**src/rtl/door_ctrl.sv**
```systemverilog
`default_nettype none
// ============================================================================
// Module   : door_ctrl
// Purpose  : Elevator car door controller. A four-state door FSM with a
//            modelled door travel time, a hold-open timer, reopen on
//            obstruction, a move-permission output and a sticky safety fault.
// Ports    : clk, rst_n      - clock (rising edge), async active-low reset
//            moving          - car in motion, from the motion controller
//            at_floor        - floor sensors, valid only when one-hot
//            open_req        - door-open button (level)
//            close_req       - door-close button (level)
//            obstruct        - safety edge / light curtain (level)
//            door_state      - CLOSED=00 OPENING=01 OPEN=10 CLOSING=11
//            door_open       - door fully open
//            door_closed     - door fully shut
//            ok_to_move      - motion controller may start the car
//            door_floor      - floor latched when the door last opened
//            fault           - sticky: car moved with the door not shut
// Revision : 1.0 - initial release
// ============================================================================
module door_ctrl #(
  parameter int N_FLOORS      = 3,
  parameter int TRAVEL_CYCLES = 4,
  parameter int OPEN_CYCLES   = 8
) (
  input  logic                clk,
  input  logic                rst_n,
  input  logic                moving,
  input  logic [N_FLOORS-1:0] at_floor,
  input  logic                open_req,
  input  logic                close_req,
  input  logic                obstruct,
  output logic [1:0]          door_state,
  output logic                door_open,
  output logic                door_closed,
  output logic                ok_to_move,
  output logic [N_FLOORS-1:0] door_floor,
  output logic                fault
);

  localparam int POS_W  = $clog2(TRAVEL_CYCLES + 1);
  localparam int HOLD_W = $clog2(OPEN_CYCLES + 1);

  localparam logic [1:0] S_CLOSED  = 2'b00;
  localparam logic [1:0] S_OPENING = 2'b01;
  localparam logic [1:0] S_OPEN    = 2'b10;
  localparam logic [1:0] S_CLOSING = 2'b11;

  localparam logic [POS_W-1:0]    C_POS_FULL  = POS_W'(TRAVEL_CYCLES);
  localparam logic [POS_W-1:0]    C_POS_LAST  = POS_W'(TRAVEL_CYCLES - 1);
  localparam logic [POS_W-1:0]    C_POS_ONE   = POS_W'(1);
  localparam logic [HOLD_W-1:0]   C_HOLD_FULL = HOLD_W'(OPEN_CYCLES);
  localparam logic [HOLD_W-1:0]   C_HOLD_ONE  = HOLD_W'(1);
  localparam logic [N_FLOORS-1:0] C_FLOOR_ONE = N_FLOORS'(1);

  logic [1:0]          r_state;
  logic [POS_W-1:0]    r_pos;
  logic [HOLD_W-1:0]   r_hold;
  logic                r_moving_d;
  logic [N_FLOORS-1:0] r_door_floor;
  logic                r_fault;

  logic [1:0]          w_state_nx;
  logic [POS_W-1:0]    w_pos_nx;
  logic [HOLD_W-1:0]   w_hold_nx;
  logic [N_FLOORS-1:0] w_floor_nx;
  logic                w_fault_nx;
  logic                w_floor_valid;
  logic                w_trigger;
  logic                w_reopen;

  // Exactly one floor sensor active: non-zero and clearing the lowest set
  // bit leaves nothing behind.
  assign w_floor_valid = (at_floor != '0) &&
                         ((at_floor & (at_floor - C_FLOOR_ONE)) == '0);

  // Arrival (falling edge of moving) or the open button, only when stopped
  // at a well-defined floor and not in fault.
  assign w_trigger = (open_req | (r_moving_d & ~moving)) & ~moving &
                     w_floor_valid & ~r_fault;

  assign w_reopen   = obstruct | open_req;
  assign w_fault_nx = r_fault | (moving & (r_state != S_CLOSED));

  // State register
  always_ff @(posedge clk or negedge rst_n) begin
    if (!rst_n) begin
      r_state      <= S_CLOSED;
      r_pos        <= '0;
      r_hold       <= '0;
      r_moving_d   <= 1'b0;
      r_door_floor <= '0;
      r_fault      <= 1'b0;
    end else begin
      r_state      <= w_state_nx;
      r_pos        <= w_pos_nx;
      r_hold       <= w_hold_nx;
      r_moving_d   <= moving;
      r_door_floor <= w_floor_nx;
      r_fault      <= w_fault_nx;
    end
  end

  // Next-state logic; everything freezes once a fault is latched.
  always_comb begin
    w_state_nx = r_state;
    w_pos_nx   = r_pos;
    w_hold_nx  = r_hold;
    w_floor_nx = r_door_floor;
    if (!r_fault) begin
      case (r_state)
        S_CLOSED: begin
          if (w_trigger) begin
            w_state_nx = S_OPENING;
            w_floor_nx = at_floor;
          end
        end
        S_OPENING: begin
          // A reopen right at the start of CLOSING can arrive here with the
          // door already fully open; saturate and finish on this edge.
          if (r_pos >= C_POS_LAST) begin
            w_pos_nx   = C_POS_FULL;
            w_state_nx = S_OPEN;
            w_hold_nx  = C_HOLD_FULL;
          end else begin
            w_pos_nx = r_pos + C_POS_ONE;
          end
        end
        S_OPEN: begin
          if (w_reopen) begin
            w_hold_nx = C_HOLD_FULL;
          end else if (close_req || (r_hold == '0)) begin
            w_state_nx = S_CLOSING;
          end else begin
            w_hold_nx = r_hold - C_HOLD_ONE;
          end
        end
        S_CLOSING: begin
          // Reopen keeps pos, so the return stroke is only as long as the
          // distance already closed.
          if (w_reopen) begin
            w_state_nx = S_OPENING;
          end else if (r_pos <= C_POS_ONE) begin
            w_pos_nx   = '0;
            w_state_nx = S_CLOSED;
          end else begin
            w_pos_nx = r_pos - C_POS_ONE;
          end
        end
        default: begin
          w_state_nx = S_CLOSED;
        end
      endcase
    end
  end

  // Output decode
  always_comb begin
    door_state  = r_state;
    door_open   = (r_state == S_OPEN);
    door_closed = (r_state == S_CLOSED);
    ok_to_move  = (r_state == S_CLOSED) & ~open_req & ~r_fault;
    door_floor  = r_door_floor;
    fault       = r_fault;
  end

endmodule
`default_nettype wire
```
**config.mk**
```make
export PLATFORM = sky130hd
export DESIGN_NAME = door_ctrl
export DESIGN_NICKNAME = d
export VERILOG_FILES = /design/src/rtl/door_ctrl.sv
export SDC_FILE = /design/constraint.sdc
export NUM_CORES = 1
export LEC_CHECK = 0
export CAP_MARGIN = 20
export CORE_AREA = 2 2 60 62
export DETAILED_ROUTE_END_ITERATION = 6
export DIE_AREA = 0 0 62 64
export PLACE_DENSITY = 0.51
export SYNTH_ARGS = -nofsm -noshare
export SYNTH_HDL_FRONTEND = slang
export SYNTH_SLANG_ARGS = --single-unit
```
**constraint.sdc**
```tcl
create_clock -name clk -period 3.8 [get_ports clk]
set_clock_uncertainty 0.2 [all_clocks]
set_input_delay 0.76 -clock clk [delete_from_list [all_inputs] [get_ports clk]]
set_output_delay 0.76 -clock clk [all_outputs]
set_load 0.02 [all_outputs]
```
### Word level (Yosys, flattened, before mapping)

Index checks and enable logic that the tools add are counted.

* register bits: 14
* input bits: 9
* output and inout bits: 9

* $add $sub $neg: 4
* $lt $le $gt $ge: 2
* equal/unequal tests: 10
* muxes and demuxes: 15
* bitwise logic cells: 14
* reduce and logical (&&, ||, !) cells: 13

Operators by type and width (number)
* 2-bit two-way mux: 6
* 4-bit two-way mux: 3
* 3-bit two-way mux: 3
* 2-bit one-hot mux with 4 select lines: 1
* 4-bit one-hot mux with 2 select lines: 1
* 1-bit bitwise AND: 7
* 2-bit != test, second input constant: 3
* 3-bit != test, second input constant: 2
* 3-bit one-hot mux with 2 select lines: 1
* 3-bit AND reduction: 2
* 6-bit AND reduction: 1
* 2-bit nonzero test: 3
* 3-bit by 1-bit subtractor with 3-bit output, second input constant: 2
* 2-bit equality test, second input constant: 2
* 4-bit logical NOT: 1
* 2-bit by 1-bit != test with 1-bit output, second input constant: 2
* 4-bit AND reduction: 1
* 4-bit by 1-bit subtractor with 4-bit output, second input constant: 1
* 3-bit by 1-bit adder with 3-bit output, second input constant: 1
* 3-bit bitwise AND: 1
* 3-bit by 2-bit >= comparator with 1-bit output, second input constant: 1
* 3-bit by 1-bit <= comparator with 1-bit output, second input constant: 1
* 3-bit logical NOT: 1
* 1-bit inverter: 3
* 6 further kinds: 8

### Longest topological paths before layout

* depth after elaboration: 8
* gate-level depth with buffers: 7
* depth with buffers taken out: 7

### Worst setup path before layout

OpenSTA, ideal clock, no wires.

* kind: register to output
* start point: reg r_state[1] (netlist: door_state[1])
* end point: out ok_to_move
* arrival: 1.550 ns
* slack: 1.290 ns
* cell stages (with the launch flop): 5
* buffers on the path: 0
* cells stage by stage: dfrtp_1 -> inv_1 -> ha_1 -> inv_1 -> nor3_1

* cells in the longest elaborated chain, start to end: 3

RTL lines
* start, declared: RTL line 56 `logic [1:0] r_state;`
* start signal, assigned: RTL line 95 `r_state <= w_state_nx;`
* 2-bit logical NOT
* net door_closed: RTL line 35 `output logic door_closed,`
* 1-bit bitwise AND (2 in series): RTL line 162 `ok_to_move = (r_state == S_CLOSED) & ~open_req & ~r_fault;`
* end, declared: RTL line 36 `output logic ok_to_move,`

The timed path passes the listed nets, and every way through them passes these cells.

### Worst setup path in the final report

* start point: in open_req
* end point: out ok_to_move

* cells in the longest elaborated chain, start to end: 3

RTL lines
* start, declared: RTL line 30 `input logic open_req,`
* 1-bit inverter: RTL line 162
* 1-bit bitwise AND (2 in series): RTL line 162

No other way between the ends.

==> report_table.html <==
<table>
<tr><th>Metric</th><th>Value</th></tr>
<tr><th colspan="2">Outcome</th></tr>
<tr><td>Run status</td><td>completed</td></tr>
<tr><th colspan="2">Placed design</th></tr>
<tr><td>Total placed instance area</td><td>0.00117 mm²</td></tr>
<tr><td>Half-perimeter wire length of the detailed placement result</td><td>1560 µm</td></tr>
<tr><td>Post-place setup slack</td><td>0.754 ns</td></tr>
<tr><td>Final GP Congestion</td><td>0.774</td></tr>
<tr><td>IO buf count</td><td>17</td></tr>
<tr><td>Placed Cells</td><td>158</td></tr>
<tr><th colspan="2">Worst setup path</th></tr>
<tr><td>Crit path max fanout</td><td>3</td></tr>
<tr><td>Arrival time at the worst endpoint</td><td>2.08 ns</td></tr>
<tr><td>Worst Setup Start Kind</td><td>primary input</td></tr>
<tr><td>Worst reg-to-reg setup slack</td><td>1.68 ns</td></tr>
<tr><td>Reg2Reg Capture Point</td><td>door_state[0]</td></tr>
<tr><td>Critical Path Sink Type</td><td>output port</td></tr>
<tr><td>Worst r2r src</td><td>r_pos[0]</td></tr>
<tr><td>Critical path class</td><td>primary input to output port</td></tr>
<tr><td>Required time reported for the critical path endpoint</td><td>2.84 ns</td></tr>
<tr><td>Path depth of the worst reg2reg path</td><td>7</td></tr>
<tr><th colspan="2">Routing</th></tr>
<tr><td>Vias per inst</td><td>4.68</td></tr>
<tr><td>Total wire length</td><td>1970 µm</td></tr>
<tr><td>Residual antenna-violating net count after detailed routing</td><td>0</td></tr>
<tr><td>Number of DRC markers after the initial detailed-route iteration</td><td>18</td></tr>
<tr><td>Post-route DRC</td><td>0</td></tr>
<tr><td>Routed len/inst</td><td>12.3 µm</td></tr>
<tr><td>Total via count after detailed routing</td><td>754</td></tr>
<tr><td>First-pass detailed-route iteration total</td><td>4</td></tr>
<tr><th colspan="2">CTS</th></tr>
<tr><td>Clock transition at the register clock pins on the worst setup and hold paths after CTS</td><td>0.08 ns</td></tr>
<tr><td>Root cell of the clock tree</td><td>sky130_fd_sc_hd__clkbuf_4</td></tr>
<tr><td>Postcts setup bufs</td><td>0</td></tr>
<tr><td>CTS buffer count</td><td>3</td></tr>
<tr><td>Clock Latency Late Sink</td><td>0.27 ns</td></tr>
<tr><td>CTS HTree Levels</td><td>1</td></tr>
<tr><td>TritonCTS sink count</td><td>14</td></tr>
<tr><td>CTS hold repair buffers</td><td>0</td></tr>
<tr><td>Clock tree buffer depth</td><td>2</td></tr>
<tr><td>Number of gates resized after cts</td><td>0</td></tr>
<tr><td>CTS tree</td><td>yes</td></tr>
<tr><th colspan="2">Die</th></tr>
<tr><td>Total I/O pin count</td><td>18</td></tr>
<tr><td>Horiz. Die Dim</td><td>62 µm</td></tr>
<tr><td>Placement Rows</td><td>21</td></tr>
<tr><td>Core outline area</td><td>0.00328 mm²</td></tr>
<tr><td>Die ar.</td><td>0.00397 mm²</td></tr>
<tr><td>Effective utilization at floorplan</td><td>28.8%</td></tr>
<tr><td>Chip height</td><td>64 µm</td></tr>
<tr><th colspan="2">Synth</th></tr>
<tr><td>Nets in the synthesized netlist</td><td>114</td></tr>
<tr><td>Synthesis Warnings</td><td>0</td></tr>
<tr><td>Count of state elements after synthesis</td><td>14</td></tr>
<tr><td>Main area contributors after synthesis</td><td>sky130_fd_sc_hd__dfrtp_1 (37%), sky130_fd_sc_hd__ha_1 (13%), sky130_fd_sc_hd__o21ai_0 (6.9%)</td></tr>
<tr><td>Cells after synthesis</td><td>95</td></tr>
<tr><td>Share of the synthesized area in the top cell type</td><td>37.0%</td></tr>
<tr><td>Synth Cell Area</td><td>946 µm²</td></tr>
<tr><td>Mean instance size in the synthesized netlist</td><td>9.96 µm²</td></tr>
<tr><td>Share of synthesized area occupied by flip-flops and latches</td><td>37.0%</td></tr>
<tr><td>Cell type with the largest total area after synthesis</td><td>sky130_fd_sc_hd__dfrtp_1</td></tr>
<tr><td>Number of library cell types mapped by synthesis</td><td>35</td></tr>
<tr><th colspan="2">Pwr</th></tr>
<tr><td>Gate power share</td><td>37.2%</td></tr>
<tr><td>Post-layout power</td><td>0.420 mW</td></tr>
<tr><td>Switching power as a share of total power</td><td>36.2%</td></tr>
<tr><td>Power per standard cell area</td><td>351 mW/mm²</td></tr>
<tr><td>Clock share of power</td><td>19.9%</td></tr>
<tr><td>Worst IR drop on VDD</td><td>0.158 mV</td></tr>
<tr><td>Int Power</td><td>0.268 mW</td></tr>
<tr><td>Psw</td><td>0.152 mW</td></tr>
<tr><td>Reported leakage power</td><td>0.486 nW</td></tr>
<tr><td>Sequential share of power</td><td>42.9%</td></tr>
<tr><th colspan="2">Timing</th></tr>
<tr><td>Slew Limit Fails</td><td>0</td></tr>
<tr><td>Fin crit period</td><td>3.04 ns</td></tr>
<tr><td>Number of hold-slack violations in the final timing report</td><td>0</td></tr>
<tr><td>Final Cycle Share</td><td>80.0%</td></tr>
<tr><td>Max transition margin</td><td>55.3%</td></tr>
<tr><td>Actual slew at the worst max-slew pin</td><td>0.669 ns</td></tr>
<tr><td>FMAX</td><td>329 MHz</td></tr>
<tr><td>Final-layout worst hold slack</td><td>0.291 ns</td></tr>
<tr><td>Setup TNS</td><td>0 ns</td></tr>
<tr><td>Number of endpoints failing setup at the final stage</td><td>0</td></tr>
<tr><td>Worst Slack Setup Final</td><td>0.760 ns</td></tr>
<tr><td>Unrepaired setup endpoints after global routing</td><td>false</td></tr>
<tr><th colspan="2">Worst hold path</th></tr>
<tr><td>Count of cells along the worst hold path</td><td>1</td></tr>
<tr><td>Min-Delay Startpoint</td><td>r_hold[0]</td></tr>
<tr><td>Worst hold endpoint</td><td>r_hold[0]</td></tr>
<tr><td>Classification of the worst-slack hold path</td><td>flop to flop</td></tr>
<tr><th colspan="2">Layout</th></tr>
<tr><td>Post-Route Utilization</td><td>36.4%</td></tr>
<tr><td>Commonest cells after routing, fill and taps aside</td><td>sky130_fd_sc_hd__clkdlybuf4s50_1 (17), sky130_fd_sc_hd__dfrtp_1 (14), sky130_fd_sc_hd__o21ai_0 (13)</td></tr>
<tr><td>Fraction of layout instances using a drive strength above 1</td><td>14.8%</td></tr>
<tr><td>Summed area of non-filler cells in the final layout</td><td>0.00120 mm²</td></tr>
<tr><td>ANT cells</td><td>0</td></tr>
<tr><td>Most frequent standard cell in the layout excluding fill and tap cells</td><td>sky130_fd_sc_hd__clkdlybuf4s50_1</td></tr>
<tr><td>Nets</td><td>136</td></tr>
<tr><td>Non-filler instance count after layout</td><td>161</td></tr>
<tr><td>Layout-stage area growth over the synthesis result</td><td>26.5%</td></tr>
<tr><th colspan="2">GRT</th></tr>
<tr><td>Vias in the first global route</td><td>737</td></tr>
<tr><td>Total overflow reported by the global router</td><td>0</td></tr>
<tr><td>Wire length of the first global-routing pass</td><td>3340 µm</td></tr>
<tr><td>All-Layer GR Usage</td><td>11.2%</td></tr>
<tr><td>Largest net degree at the start of global routing</td><td>15</td></tr>
<tr><td>Initial antenna violation count</td><td>0</td></tr>
<tr><th colspan="2">Flow run</th></tr>
<tr><td>Max cap viols</td><td>0</td></tr>
</table>
==> cells by family after synthesis <==
kind of cell / share of synthesized area [%]
fa+ha+maj: 13.2
flops: 37.0
buf+inv: 3.57
compound gates: 28.4
mux: 4.63
simple gates: 12.2
xor+xnor: 0.926
==> cells in the mapped netlist <==
| cell type | count |
|---|---|
| sky130_fd_sc_hd__o31ai_1 | 1 |
| sky130_fd_sc_hd__xor2_1 | 1 |
| sky130_fd_sc_hd__inv_1 | 9 |
| sky130_fd_sc_hd__o21ai_1 | 3 |
| sky130_fd_sc_hd__a21boi_1 | 1 |
| sky130_fd_sc_hd__nor2_4 | 1 |
| sky130_fd_sc_hd__nor3_1 | 1 |
| sky130_fd_sc_hd__o21a_1 | 1 |
| sky130_fd_sc_hd__o2111ai_1 | 2 |
| sky130_fd_sc_hd__a2bb2oi_1 | 1 |
| sky130_fd_sc_hd__a21o_2 | 1 |
| sky130_fd_sc_hd__ha_1 | 10 |
| sky130_fd_sc_hd__o21ba_1 | 1 |
| sky130_fd_sc_hd__nand4_1 | 1 |
| sky130_fd_sc_hd__a21oi_2 | 1 |
| sky130_fd_sc_hd__o211ai_1 | 2 |
| sky130_fd_sc_hd__nand2_1 | 6 |
| sky130_fd_sc_hd__and3_1 | 1 |
| sky130_fd_sc_hd__a221oi_4 | 1 |
| sky130_fd_sc_hd__or3_4 | 1 |
| sky130_fd_sc_hd__a21oi_1 | 3 |
| sky130_fd_sc_hd__mux2_2 | 3 |
| sky130_fd_sc_hd__nand3_1 | 1 |
| sky130_fd_sc_hd__mux2i_1 | 1 |
| sky130_fd_sc_hd__nor3b_2 | 1 |
| sky130_fd_sc_hd__or3_1 | 1 |
| sky130_fd_sc_hd__o21ai_2 | 2 |
| sky130_fd_sc_hd__a31o_1 | 1 |
| sky130_fd_sc_hd__a21bo_2 | 1 |
| sky130_fd_sc_hd__a21o_1 | 1 |
| sky130_fd_sc_hd__dfrtp_1 | 14 |
| sky130_fd_sc_hd__nor2_1 | 5 |
| sky130_fd_sc_hd__o21ai_0 | 13 |
| sky130_fd_sc_hd__nor3_2 | 1 |
| sky130_fd_sc_hd__a211oi_2 | 1 |
==> layout make-up <==
cell class                 instances  area, µm²
fill                             340       2090
multi-input combinational         72        562
sequential                        14        350
timing repair buffer              17        170
tap                               46       57.6
inverter                           9       33.8
clock buffer                       3       22.5
==> power by group through the flow <==
stage / Sequential, mW / Combinational [mW] / Clock (mW)
floorplan: 0.187 / 0.0973 / 0
global placement: 0.183 / 0.156 / 0
detailed placement: 0.183 / 0.157 / 0
CTS: 0.180 / 0.158 / 0.0899
global route: 0.183 / 0.174 / 0.0989
finish: 0.180 / 0.156 / 0.0838
==> worst max-delay path, stage by stage <==
cell,delay (ns)
sky130_fd_sc_hd__clkdlybuf4s50_1,0.48
sky130_fd_sc_hd__nor3_1,0.20
sky130_fd_sc_hd__clkdlybuf4s50_1,0.63
==> registers in the layout (all words and copies together), names as in the netlist <==
signal,count
door_floor,3
door_state,2
fault,1
r_hold,4
r_moving_d,1
r_pos,3
==> routing by layer <==
layer,GRT usage [%],vias to the layer above,share of wire (%)
met3,3.04,2,4.6
met1,14.7,355,49
met5,0,-,0
met4,5.32,0,1.1
met2,16.7,11,46
li1,-,386,-
==> worst max path at each step <==
stage / start / end / slack (ns) / cells after the start
final: open_req / ok_to_move / 0.76 / 3
after global routing: door_state[1] / ok_to_move / 0.66 / 5
after CTS: open_req / ok_to_move / 0.75 / 3
after detailed placement: open_req / ok_to_move / 0.75 / 3
after global placement: open_req / ok_to_move / 0.79 / 3
after floorplan: door_state[1] / ok_to_move / 1.29 / 4
No activity file was read; power rests on OpenSTA's default activity.
